===== src/rtl/control_queue_arbiter.sv =====
`default_nettype none
// ============================================================================
// Module   : control_queue_arbiter
// Purpose  : Round-robin arbiter. It shares one control queue FIFO among
//            PORT_NUM requesters. Each requester has a 2-entry buffer, and
//            overflowing descriptors are returned on a per-port drop channel.
// Revision : 1.0 - initial release
// ============================================================================
module control_queue_arbiter #(
    parameter int PORT_NUM   = 4,
    parameter int FIFO_DEPTH = 256,
    parameter int USEDW_W    = 9
) (
    input  logic                  i_clk,
    input  logic                  i_rst,
    input  logic [PORT_NUM*14-1:0] iv_req_data,
    input  logic [PORT_NUM-1:0]   iv_req_wr,
    input  logic [USEDW_W-1:0]    iv_fifo_usedw,
    output logic [13:0]           ov_fifo_wdata,
    output logic                  o_fifo_wr,
    output logic [PORT_NUM*9-1:0] ov_drop_bufid,
    output logic [PORT_NUM-1:0]   ov_drop_wr,
    output logic [15:0]           ov_drop_cnt
);

    localparam int               c_ptr_w      = (PORT_NUM > 1) ? $clog2(PORT_NUM) : 1;
    localparam logic [USEDW_W:0] c_fifo_depth = (USEDW_W+1)'(FIFO_DEPTH);

    logic [13:0]         r_buf [PORT_NUM][2];
    logic [1:0]          r_cnt [PORT_NUM];
    logic [PORT_NUM-1:0] r_wp;
    logic [PORT_NUM-1:0] r_rp;
    logic [c_ptr_w-1:0]  r_rr_ptr;
    logic [13:0]         r_fifo_wdata;
    logic                r_fifo_wr;
    logic [8:0]          r_drop_bufid [PORT_NUM];
    logic [PORT_NUM-1:0] r_drop_wr;
    logic [15:0]         r_drop_cnt;

    logic                w_elig;
    logic                w_found;
    logic [c_ptr_w-1:0]  w_gnt_idx;
    logic [c_ptr_w-1:0]  w_rr_next;
    logic [13:0]         w_gnt_data;
    logic [PORT_NUM-1:0] w_nonempty;
    logic [PORT_NUM-1:0] w_pop;
    logic [PORT_NUM-1:0] w_acc;
    logic [PORT_NUM-1:0] w_drop;
    logic [3:0]          w_drop_num;
    logic [16:0]         w_drop_sum;
    int                  w_scan_idx;

    // The write issued last cycle is not yet reflected in usedw, so count it here.
    assign w_elig = ({1'b0, iv_fifo_usedw} + {{USEDW_W{1'b0}}, r_fifo_wr}) < c_fifo_depth;

    always_comb begin
        w_nonempty = '0;
        for (int p = 0; p < PORT_NUM; p++) begin
            w_nonempty[p] = (r_cnt[p] != 2'd0);
        end
    end

    always_comb begin
        w_found    = 1'b0;
        w_gnt_idx  = '0;
        w_scan_idx = 0;
        for (int i = 0; i < PORT_NUM; i++) begin
            w_scan_idx = int'(r_rr_ptr) + i;
            if (w_scan_idx >= PORT_NUM) begin
                w_scan_idx = w_scan_idx - PORT_NUM;
            end
            if (w_elig && !w_found && w_nonempty[c_ptr_w'(w_scan_idx)]) begin
                w_found   = 1'b1;
                w_gnt_idx = c_ptr_w'(w_scan_idx);
            end
        end
    end

    assign w_gnt_data = r_buf[w_gnt_idx][r_rp[w_gnt_idx]];
    assign w_rr_next  = (int'(w_gnt_idx) == PORT_NUM - 1) ? '0 : w_gnt_idx + 1'b1;

    // A full buffer still accepts a push when its head leaves in the same cycle.
    always_comb begin
        w_pop      = '0;
        w_acc      = '0;
        w_drop     = '0;
        w_drop_num = '0;
        for (int p = 0; p < PORT_NUM; p++) begin
            w_pop[p]   = w_found && (w_gnt_idx == c_ptr_w'(p));
            w_acc[p]   = iv_req_wr[p] && ((r_cnt[p] != 2'd2) || w_pop[p]);
            w_drop[p]  = iv_req_wr[p] && (r_cnt[p] == 2'd2) && !w_pop[p];
            w_drop_num = w_drop_num + 4'(w_drop[p]);
        end
    end

    assign w_drop_sum = {1'b0, r_drop_cnt} + 17'(w_drop_num);

    always_ff @(posedge i_clk) begin
        if (i_rst) begin
            r_wp         <= '0;
            r_rp         <= '0;
            r_rr_ptr     <= '0;
            r_fifo_wdata <= '0;
            r_fifo_wr    <= 1'b0;
            r_drop_wr    <= '0;
            r_drop_cnt   <= '0;
            for (int p = 0; p < PORT_NUM; p++) begin
                r_cnt[p]        <= 2'd0;
                r_drop_bufid[p] <= 9'd0;
            end
        end else begin
            r_fifo_wr    <= w_found;
            r_fifo_wdata <= w_found ? w_gnt_data : 14'd0;
            if (w_found) begin
                r_rr_ptr <= w_rr_next;
            end
            for (int p = 0; p < PORT_NUM; p++) begin
                if (w_acc[p]) begin
                    r_buf[p][r_wp[p]] <= iv_req_data[p*14 +: 14];
                    r_wp[p]           <= ~r_wp[p];
                end
                if (w_pop[p]) begin
                    r_rp[p] <= ~r_rp[p];
                end
                r_cnt[p]        <= r_cnt[p] + {1'b0, w_acc[p]} - {1'b0, w_pop[p]};
                r_drop_wr[p]    <= w_drop[p];
                r_drop_bufid[p] <= w_drop[p] ? iv_req_data[p*14 +: 9] : 9'd0;
            end
            r_drop_cnt <= w_drop_sum[16] ? 16'hFFFF : w_drop_sum[15:0];
        end
    end

    generate
        for (genvar g = 0; g < PORT_NUM; g++) begin : g_drop_out
            assign ov_drop_bufid[g*9 +: 9] = r_drop_bufid[g];
        end
    endgenerate

    assign ov_fifo_wdata = r_fifo_wdata;
    assign o_fifo_wr     = r_fifo_wr;
    assign ov_drop_wr    = r_drop_wr;
    assign ov_drop_cnt   = r_drop_cnt;

endmodule
`default_nettype wire


===== config.mk =====
export PLATFORM = sky130hd
export DESIGN_NAME = control_queue_arbiter
export DESIGN_NICKNAME = d
export VERILOG_FILES = /design/src/rtl/control_queue_arbiter.sv
export SDC_FILE = /design/constraint.sdc
export NUM_CORES = 1
export LEC_CHECK = 0
export CORE_MARGIN = 2
export CORE_UTILIZATION = 50
export CTS_CLUSTER_DIAMETER = 200
export DETAILED_ROUTE_END_ITERATION = 8
export PLACE_DENSITY = 0.77
export SYNTH_ARGS = -nofsm -noshare
export SYNTH_HDL_FRONTEND = slang
export SYNTH_SLANG_ARGS = --single-unit

===== constraint.sdc =====
create_clock -name i_clk -period 14.4 [get_ports i_clk]
set_input_delay 2.88 -clock i_clk [delete_from_list [all_inputs] [get_ports i_clk]]
set_output_delay 2.88 -clock i_clk [all_outputs]
set_load 0.03 [all_outputs]

==> out/metrics.yaml <==
clocking:
  clk_latency_ns: 0.48
  cts_sinks: 201
  cts_max_level: 1
  cts-root-buf: "clkbuf_16"
  postCtsSetupBuffers: 0
  clkTransAtPathRegs_ns: 0.06
  cts_resized: 0
  cts_tree: "done"
  cts_inserted_buffers: 21
  clockBufferDepth: 3
  hold_buffers: 0
yosys:
  synth_area_leader_cell: "edfxtp_1"
  yosys.area.top_type_share_pct: 43.5
  ys_warn_count: 0
  yosysUniqueCellTypes: 46
  synth_top_family_by_area: "multiplexers"
  synthXorXnorAreaFrac_pct: 3.06
  synthSimpleGateAreaFrac_pct: 8.85
  synthCells: 548
  synthMostInstantiatedCell: "edfxtp_1"
  ys_seq_elements: 201
  synth-compound-area-share_pct: 4.61
  ys_top_cells_by_area: "edfxtp_1, dfxtp_1, mux2i_1, mux2_2, and2_1"
  seq_area_frac_synth_pct: 66.5
  avgSynthCellArea_um2: 14.1
  synthTopCellsByCount: "edfxtp_1, dfxtp_1, mux2i_1"
  syn_nets: 635
  synthArstFlopShare_pct: 0
  synthMuxAreaShare_pct: 11.5
  synthAdderAreaFrac_pct: 2.78
  synth-edff-count: 112
  syn_area_um2: 7730
  ys.flop_type: "edfxtp_1"
grt:
  grt_max_degree: 62
  grt_usage_pct: 20.8
  antenna_found_initial: 0
  grt-ovfl-total: 0
  grt_pass1_vias: 4993
  grt_pass1_wl_um: 26300
timing:
  relSlewSlack_pct: 23.6
  fin_worst_skew_ns: 0.0163
  rsz0062_at_grt: "no"
  tns_ns: 0
  finalSetupViolCount: 0
  hold_viol_final: 0
  fin_crit_sh_pct: 51.2
  final_max_slew_viol_count: 0
  fin_crit_ns: 7.37
  fmax_mhz: 136
  worst_slew_pin_slew_ns: 1.14
setup_path:
  start_kind: "primary input"
  critPathArrivalTime_ns: 7.76
  crit_fanout: 61
  critPathRequiredTime_ns: 14.79
  endpoint_kind: "flop"
  path_class: "primary input to flop"
  worstRegToRegCells: 15
floorplanning:
  pin_count: 142
  die_w_um: 128
  core_um2: 15100
  die_h_um: 128
  initial_utilization_pct: 51.1
  dieArea_um2: 16500
  rows: 45
power_and_ir_drop:
  p_per_area_nw_per_um2: 175
  ir_worst_vdd_mv: 0.117
  power_leakage_nw: 3.63
finish:
  layout-drive-gt1-share_pct: 11.1
  finalNetCount: 782
  area_growth_pct: 29.7
  stdcell_area_um2: 10000
  finish.utilization_pct: 66.2
  antennaDiodeCount: 0
route:
  antenna_left: 0
  drt_iter0_drc: 233
  num_vias: 4757
  vias_per_cell: 5.30
  drc: 0
  detail_route.wl_per_cell_um: 18.8
  finalWirelength_um: 16900
  drt_pre_antenna_iters: 4
outcome:
  status: "complete, no violations"
min_path:
  hold_depth: 2
  hold_path.class: "flop to flop"
placed_design:
  io_buffers: 141
  placed_area_um2: 9330
  gp_congestion: 0.831
  hpwl_um: 11800
job:
  max_cap_violations: 0
==> worst max-delay path: stages <==
cell and delay, ns:
clkdlybuf4s50_1 0.40, and4_1 0.20, a41oi_1 0.19, buf_4 0.21
and3_4 0.89, inv_1 0.16, ha_1 0.25, nand2_1 0.10
nand3_1 0.13, xnor2_1 0.16, ha_1 0.32, fa_1 0.22
fa_1 0.28, nand2_1 0.13, nor3_1 0.40, nand4_1 0.52
a21oi_1 0.32
==> state kept, by name (all words and copies together) (netlist names) <==
register       count
r_wp               4
o_fifo_wr          1
ov_fifo_wdata     14
r_drop_bufid      36
r_cnt              8
ov_drop_wr         4
r_rp               4
r_buf            112
ov_drop_cnt       16
r_rr_ptr           2
==> path summary, 6_finish.rpt <==
check,start,to,slack (ns)
worst max-delay path,iv_fifo_usedw[5],ov_drop_cnt[3],7.03
worst min-delay path,r_rr_ptr[0],r_rr_ptr[0],0.50
worst max register to register,r_cnt[1][0],ov_drop_cnt[3],9.37
worst min register to register,r_rr_ptr[0],r_rr_ptr[0],0.50
==> stage by stage <==
| stage | power [mW] | hold slack (ns) | worst slack, ns | std cells |
|---|---|---|---|---|
| 2_1_floorplan | 1.08 | 0.474 | 7.79 | 548 |
| 3_3_place_gp | 1.21 | 0.489 | 6.84 | 860 |
| 3_5_place_dp | 1.23 | 0.494 | 6.57 | 860 |
| 4_1_cts | 1.77 | 0.507 | 7.01 | 897 |
| 5_1_grt | 1.84 | 0.547 | 6.55 | 897 |
| 6_report | 1.76 | 0.505 | 7.03 | 897 |
==> per-layer routing <==
| metal | vias up | global-route usage (%) | routed length (um) | part of all wire (%) |
|---|---|---|---|---|
| met2 | 136 | 37.7 | 8870 | 52 |
| met5 | - | 0 | 0 | 0 |
| met1 | 2329 | 25.7 | 6850 | 41 |
| li1 | 2267 | - | - | - |
| met4 | 0 | 5.95 | 336 | 2.0 |
| met3 | 25 | 3.37 | 841 | 5.0 |
==> report_power, final <==
part | internal [mW] | switching [mW]
Sequential | 0.673 | 0.0292
Clock | 0.331 | 0.212
Combinational | 0.237 | 0.276
==> placed cells by master, fill, tap and decap left out, types with 4 or more instances in the layout <==
master           Yosys  layout
mux2i_1             57      57
nand3_1              9       9
ha_1                14      14
mux2_2              28      28
o22ai_1             13      13
nor2b_1              5       5
and2_1              41      41
dfxtp_1             89      89
clkdlybuf4s50_1      0     141
edfxtp_1           112     112
clkbuf_16            0      21
clkinv_2             0       4
nor2_1              23      23
a211oi_1             5       5
a21oi_1             15      15
nand2_1              6       6
inv_1               22      22
xor2_1               9       9
buf_4                1       6
xnor2_1             18      18
and3_1              13      12
nor3_1               8       5
==> logic make-up after synthesis <==
logic type               after synthesis
buffers and inverters                 46
AND/OR/NAND/NOR                      121
XOR/XNOR                              27
AO/OA/AOI/OAI                         52
adder cells (fa/ha/maj)               16
multiplexers                          85
flip-flops                           201
==> final cells by class <==
class / instances / area, um2
Fill cell: 1109 / 5120
Timing Repair Buffer: 147 / 1460
Clock buffer: 24 / 557
Clock inverter: 13 / 145
Sequential cell: 201 / 5140
Multi-Input combinational cell: 301 / 2400
Tap cell: 188 / 235
Inverter: 23 / 86.3
Note: power is estimated with default switching activity, not from simulation.
